===== src/rtl/spi_reg_bank.sv =====
// spi_reg_bank: SPI-written register bank with double-buffered, commit-gated outputs.
// Frames are ADDR_W address bits followed by DATA_W data bits, sent MSB first.
// A frame lands in a pending buffer, and a commit pulse copies pending buffers to the live outputs.
// Ports:
//   clk, reset             system clock, synchronous active-high reset
//   spi_sclk/mosi/ss_n     raw SPI mode-0 inputs, asynchronous to clk
//   commit                 one-cycle pulse: pending buffers -> regs_flat
//   regs_flat              live values, register i at [i*DATA_W +: DATA_W]
//   pending                per-register uncommitted-write flags
//   wr_strobe              pulse on frame accepted
//   frame_err              pulse on frame discarded (bad address or short frame)
module spi_reg_bank #(
    parameter int unsigned NUM_REGS = 16,
    parameter int unsigned DATA_W   = 24,
    parameter int unsigned ADDR_W   = 4
) (
    input  logic                         clk,
    input  logic                         reset,
    input  logic                         spi_sclk,
    input  logic                         spi_mosi,
    input  logic                         spi_ss_n,
    input  logic                         commit,
    output logic [NUM_REGS*DATA_W-1:0]   regs_flat,
    output logic [NUM_REGS-1:0]          pending,
    output logic                         wr_strobe,
    output logic                         frame_err
);

    localparam int unsigned FRAME_W = ADDR_W + DATA_W;
    localparam int unsigned CNT_W   = $clog2(FRAME_W + 1);

    typedef enum logic [1:0] {
        IDLE,
        SHIFT,
        HOLD
    } state_t;

    state_t               r_state;
    state_t               w_state_nxt;

    logic                 r_sclk_s1, r_sclk_s2, r_sclk_s3;
    logic                 r_mosi_s1, r_mosi_s2;
    logic                 r_ss_s1, r_ss_s2;
    logic                 r_armed;
    logic [CNT_W-1:0]     r_cnt;
    logic [FRAME_W-1:0]   r_shift;

    logic                 w_rise;
    logic [FRAME_W-1:0]   w_shift_nxt;
    logic [ADDR_W-1:0]    w_addr;
    logic [DATA_W-1:0]    w_data;
    logic                 w_addr_ok;
    logic                 w_clear;
    logic                 w_shift_en;
    logic                 w_accept;
    logic                 w_discard;

    assign w_rise      = r_sclk_s2 & ~r_sclk_s3;
    // Frame contents including the bit arriving this cycle, so the write lands on the completing edge
    assign w_shift_nxt = {r_shift[FRAME_W-2:0], r_mosi_s2};
    assign w_addr      = w_shift_nxt[FRAME_W-1 -: ADDR_W];
    assign w_data      = w_shift_nxt[DATA_W-1:0];
    assign w_addr_ok   = (32'(w_addr) < NUM_REGS);

    // State register
    always_ff @(posedge clk) begin
        if (reset) begin
            r_state <= IDLE;
        end else begin
            r_state <= w_state_nxt;
        end
    end

    // Next-state and frame control
    always_comb begin
        w_state_nxt = r_state;
        w_clear     = 1'b0;
        w_shift_en  = 1'b0;
        w_accept    = 1'b0;
        w_discard   = 1'b0;
        case (r_state)
            IDLE: begin
                // r_armed blocks joining a frame that was already running when reset released
                if (r_armed && !r_ss_s2) begin
                    w_state_nxt = SHIFT;
                    w_clear     = 1'b1;
                end
            end
            SHIFT: begin
                if (w_rise) begin
                    w_shift_en = 1'b1;
                    if (r_cnt == CNT_W'(FRAME_W - 1)) begin
                        w_state_nxt = HOLD;
                        w_accept    = w_addr_ok;
                        w_discard   = ~w_addr_ok;
                    end
                end else if (r_ss_s2) begin
                    w_state_nxt = IDLE;
                    w_discard   = 1'b1;
                end
            end
            HOLD: begin
                if (r_ss_s2) begin
                    w_state_nxt = IDLE;
                end
            end
            default: w_state_nxt = IDLE;
        endcase
    end

    // Synchronisers, shifter and status pulses
    always_ff @(posedge clk) begin
        if (reset) begin
            r_sclk_s1 <= 1'b0;
            r_sclk_s2 <= 1'b0;
            r_sclk_s3 <= 1'b0;
            r_mosi_s1 <= 1'b0;
            r_mosi_s2 <= 1'b0;
            r_ss_s1   <= 1'b0;
            r_ss_s2   <= 1'b0;
            r_armed   <= 1'b0;
            r_cnt     <= '0;
            r_shift   <= '0;
            wr_strobe <= 1'b0;
            frame_err <= 1'b0;
        end else begin
            r_sclk_s1 <= spi_sclk;
            r_sclk_s2 <= r_sclk_s1;
            r_sclk_s3 <= r_sclk_s2;
            r_mosi_s1 <= spi_mosi;
            r_mosi_s2 <= r_mosi_s1;
            r_ss_s1   <= spi_ss_n;
            r_ss_s2   <= r_ss_s1;
            if (r_ss_s2) begin
                r_armed <= 1'b1;
            end
            if (w_clear) begin
                r_cnt   <= '0;
                r_shift <= '0;
            end else if (w_shift_en) begin
                r_cnt   <= r_cnt + CNT_W'(1);
                r_shift <= w_shift_nxt;
            end
            wr_strobe <= w_accept;
            frame_err <= w_discard;
        end
    end

    // Per-register pending buffer, live copy and pending flag
    for (genvar g = 0; g < NUM_REGS; g++) begin : g_reg
        logic [DATA_W-1:0] r_buf;
        logic [DATA_W-1:0] r_live;
        logic              r_pend;
        logic              w_hit;

        assign w_hit = w_accept && (w_addr == ADDR_W'(g));

        // Commit reads the old buffer; a same-cycle write stays pending
        always_ff @(posedge clk) begin
            if (reset) begin
                r_buf  <= '0;
                r_live <= '0;
                r_pend <= 1'b0;
            end else begin
                if (commit && r_pend) begin
                    r_live <= r_buf;
                end
                if (w_hit) begin
                    r_buf  <= w_data;
                    r_pend <= 1'b1;
                end else if (commit) begin
                    r_pend <= 1'b0;
                end
            end
        end

        assign regs_flat[g*DATA_W +: DATA_W] = r_live;
        assign pending[g]                    = r_pend;
    end

endmodule


===== config.mk =====
export PLATFORM = sky130hd
export DESIGN_NAME = spi_reg_bank
export DESIGN_NICKNAME = d
export VERILOG_FILES = /design/src/rtl/spi_reg_bank.sv
export SDC_FILE = /design/constraint.sdc
export NUM_CORES = 2
export LEC_CHECK = 0
export CAP_MARGIN = 10
export CORE_MARGIN = 5
export CORE_UTILIZATION = 59
export CTS_BUF_LIST = sky130_fd_sc_hd__clkbuf_16
export DETAILED_ROUTE_END_ITERATION = 10
export GPL_TIMING_DRIVEN = 0
export PLACE_DENSITY = 0.95
export SYNTH_ARGS = -nofsm -noshare
export SYNTH_HDL_FRONTEND = slang
export SYNTH_SLANG_ARGS = --single-unit

===== constraint.sdc =====
create_clock -name clk -period 3.82 [get_ports clk]
set_input_delay 0.955 -clock clk [delete_from_list [all_inputs] [get_ports clk]]
set_output_delay 0.955 -clock clk [all_outputs]
set_load 0.02 [all_outputs]

Word-level counts from Yosys, hierarchy flattened

Index checks and enable logic that the tools add are counted.

Add/sub/neg operators: 1
Eq/ne operators: 20
Muxes and demuxes: 30
Bitwise gates (word level): 3
Reduce and logical (&&, ||, !) cells: 55

Operator list:

| operator              | count |
|---|---|
| $logic_and A1 B1 Y1   | 33 |
| $eq A4 B4 Y1 const B  | 8 |
| $reduce_bool A2 Y1    | 16 |
| $mux W1               | 25 |
| $eq A4 B3 Y1 const B  | 4 |
| $eq A4 B2 Y1 const B  | 2 |
| $mux W2               | 4 |
| $pmux W2 S3           | 1 |
| $add A5 B1 Y5 const B | 1 |
| $eq A5 B5 Y1 const B  | 1 |
| $eq A4 B1 Y1 const B  | 1 |
| $logic_not A4 Y1      | 1 |
| $ne A3 B3 Y1 const B  | 1 |
| $reduce_or A3 Y1      | 1 |
| $eq A2 B1 Y1 const B  | 1 |
| $eq A2 B2 Y1 const B  | 1 |
| $logic_not A2 Y1      | 1 |
| $ne A2 B2 Y1 const B  | 1 |
| $not A1 Y1            | 2 |
| $reduce_and A2 Y1     | 1 |
| $reduce_or A2 Y1      | 1 |
| $and A1 B1 Y1         | 1 |
| $logic_not A1 Y1      | 1 |

Flip-flop bits (word level): 828
Bits of input ports: 6
Output and inout port bits: 402
Logic and storage cells: 170

Logic depth before layout (Yosys ltp)

Depth in word-level cells: 6
Gate-level depth with buffers: 7
Depth with buffers taken out: 4

Worst setup path after synthesis

Ideal clock, no wire load.

Kind: input to register
Start: in reset
End: reg g_reg[5].r_live[10]
Data required time: 3.688 ns
Arrival: 2.004 ns
Buffers on the path: 5
Stages: 6
Slack: 1.684 ns
Setup time: 0.132 ns
Path through: clkbuf_1 -> buf_2 -> buf_2 -> clkbuf_1 -> clkbuf_1 -> a21oi_1

RTL lines:

| item                 | line | RTL |
|---|---|---|
| from (decl)          | 18   | `input logic reset,` |
| to (signal assigned) | 166  | `r_live <= r_buf;` |
| to (decl)            | 152  | `logic [DATA_W-1:0] r_live;` |

No word-level cell between the ends.

Worst setup path after layout

Start: in commit
End: reg g_reg[4].r_live[22]

Cells in the longest elaborated chain, start to end: 1

Ends and longest elaborated chain:

| item                 | line | RTL |
|---|---|---|
| from (decl)          | 22   | `input logic commit,` |
| $logic_and A1 B1 Y1  | 165  | `if (commit && r_pend) begin` |
| to (signal assigned) | 166  |  |
| to (decl)            | 152  |  |

Every way passes these cells.
A chain may end at the register's enable or synchronous reset.

==> run summary <==
Cell variety after synth - 35
Tmin final - 3400 ps
Number of synthesized register bits - 828
Routed wire length per instance - 23.2 um
Residual DRC - 0
Worst Hold Launch - g_reg[7].r_buf[21]$_SDFFE_PP0P_
Layout Nets - 3779
Status - finished, final reports clean
Max Cap Violations - 0
Fin area - 38400 sq um
Max_slew headroom - 6.38%
Pre-antenna DRT Iters - 9
Period utilization - 89.0%
FILL cells - 3015
Vias in the first global route - 26700
Max IR drop VDD - 0.388 mV
Worst hold stages - 2
# rows - 83
Final GP Congestion - 0.898
Synth Area per Inst - 9.33 sq um
Power Density - 457 nW/um^2
Final HPWL DP - 66500 um
CP Capture Type - register
Hold crit path type - register to register
Final TNS setup - 0 ps
Input/output buffers - 406
CP max FO - 10
Initial Util - 59.6%
Share of flip-flops with an asynchronous set or reset - 0%
WL met1 - 37700 um
CTS H-tree lvls - 3
Layout cells sized above 1 - 5.90%
Critical Path Start - commit
Clock latency on the worst-skew pair - 630 ps
Placed insts - 4367
Final hold vios - 0
Via count - 26600
Commonest cells in the netlist - 841 x nand2_1, 828 x dfxtp_1, 430 x a21oi_1, 425 x nand2b_1, 386 x mux2i_1
Clk root buf - clkbuf_16
Cells on worst reg2reg path - 4
Metal3 WL - 11900 um
Total wire length - 105000 um
Main area contributors after synthesis - dfxtp_1 54%, mux2i_1 13%, nand2_1 10%
DR vias/cell - 5.89
DRT antenna net count - 0
Cells after Synth - 3278
Pins Over Slew Limit - 0
Register Area - 16600 sq um
Seq/Total Area, Yosys - 54.2%
Critical Path RT - 4310 ps
Reg2reg start - r_shift[6]$_SDFFE_PP0P_
Most used DFF post-synth - dfxtp_1
RSZ-0062 raised after global routing - false
Clk_skew - 31.7 ps
CTS resizes - 0
Area Growth Syn to Fin - 25.7%
CORE AREA - 51300 sq um
Yosys warns - 0
CTS tree - built
Total track usage - 35.3%
Crit Path Category - input pin to register
Clock Tree Buf Depth - 3
Endpoints failing setup - 0
Top cell type's share of synthesized area - 54.2%
Non-filler cells, final - 4514
Cts hold-fix bufs - 0
Grt ovf - 0
DR top layer - met4
Met2 wire length - 48200 um
Tot Pwr - 17.6 mW
Synth area leader - dfxtp_1
Largest net degree at the start of global routing - 17
Final Core Density - 74.9%
Number of synthesized flops with an enable pin - 0
DRT iter0 DRCs - 2689
Cell Area, Placed - 35500 sq um
Num ports - 408
Mapped Area - 30600 sq um
Die area - 56500 sq um
First-pass GRT wire length - 156000 um
Die Ht - 238 um
Antenna violations before repair - 2
Peak Freq - 294 MHz
Worst R2R Setup Slack - 1270 ps
Clk sinks - 828
Post-CTS setup repair buffer count - 0
CP startpoint kind - input pin
Area of the multi-input gates - 12600 sq um
Synth Net Count - 3285
LEAKAGE - 15.3 nW
Crit path DAT - 3890 ps
Die X - 238 um
CTS Buf Count - 78
Clock edge transition at the registers on the reported setup and hold paths - 70 ps
Worst-Margin Slew - 1400 ps
Count leader, synth - nand2_1
## critical path, cell delays in order
cell             delay (ps)
clkdlybuf4s50_1         500
buf_2                   410
clkbuf_1               1010
nand2_1                 420
clkbuf_1                350
nand2_1                 160
a21oi_1                  70
## per-layer routing
layer	vias to the layer above	GRT usage, %
li1	11600	-
met1	12800	42.5
met2	1778	56.5
met3	433	10.0
met4	0	21.2
met5	-	0
## cell usage in the layout (no fill, tap or decap), types with 2 or more instances in the layout
cell             count
bufinv_16           18
buf_4               20
clkbuf_16           81
nand2_1            841
nor2_2               2
clkinv_8             2
mux2i_1            386
clkbuf_1           214
clkinv_2            17
nand4bb_1            2
inv_1                6
o21ai_0              2
nand3b_1             2
inv_6                2
clkinv_1            10
nor2_1               6
or3b_2               2
nand4_4             15
and2_1              17
clkinvlp_4           5
nand4_1              2
buf_2               17
buf_1                8
dfxtp_1            828
a21oi_1            430
clkdlybuf4s50_1    406
nor2b_1             12
buf_8                6
nand2b_1           425
buf_6               33
## flip-flops by register name, indices dropped and copies added, names as in the netlist, 2 cells and up
name      count
r_cnt         5
g.r_live    384
g.r_buf     384
r_state       2
r_shift      27
g.r_pend     16
## where the power goes
group / internal, mW / total (mW) / switching, mW
clock network: 5.09 / 8.59 / 3.50
registers: 8.64 / 8.65 / 0.00934
logic: 0.105 / 0.317 / 0.212
## metrics by stage
step	hold slack, ps	setup WS [ps]
2_1_floorplan	414	1680
3_3_place_gp	427	77.7
3_5_place_dp	440	2.00
4_1_cts	441	621
5_1_grt	462	441
6_report	437	421
## final cells by class
class	instances	area share [%]
Antenna cell	1	0.00651
Multi-Input combinational cell	2157	32.7
Timing Repair Buffer	414	10.9
Clock buffer	81	5.27
Tap cell	680	2.21
Inverter	1	0.00976
Clock inverter	60	2.02
Buffer	292	3.77
Sequential cell	828	43.1
## final timing paths
path | endpoint
max | g_reg[4].r_live[22]$_SDFFE_PP0P_
min | g_reg[7].r_live[21]$_SDFFE_PP0P_
max reg2reg | g_reg[6].r_buf[7]$_SDFFE_PP0P_
min reg2reg | g_reg[7].r_live[21]$_SDFFE_PP0P_
## kinds of logic after synthesis
group	count (synthesis)	share of synthesized area (%)
buf+inv	293	4.75
simple gates	1333	21.2
mux	387	12.7
flops	828	54.2
xor+xnor	1	0.0286
compound gates	435	7.15
fa+ha+maj	1	0.0409
Power figures use the tool's default switching activity.
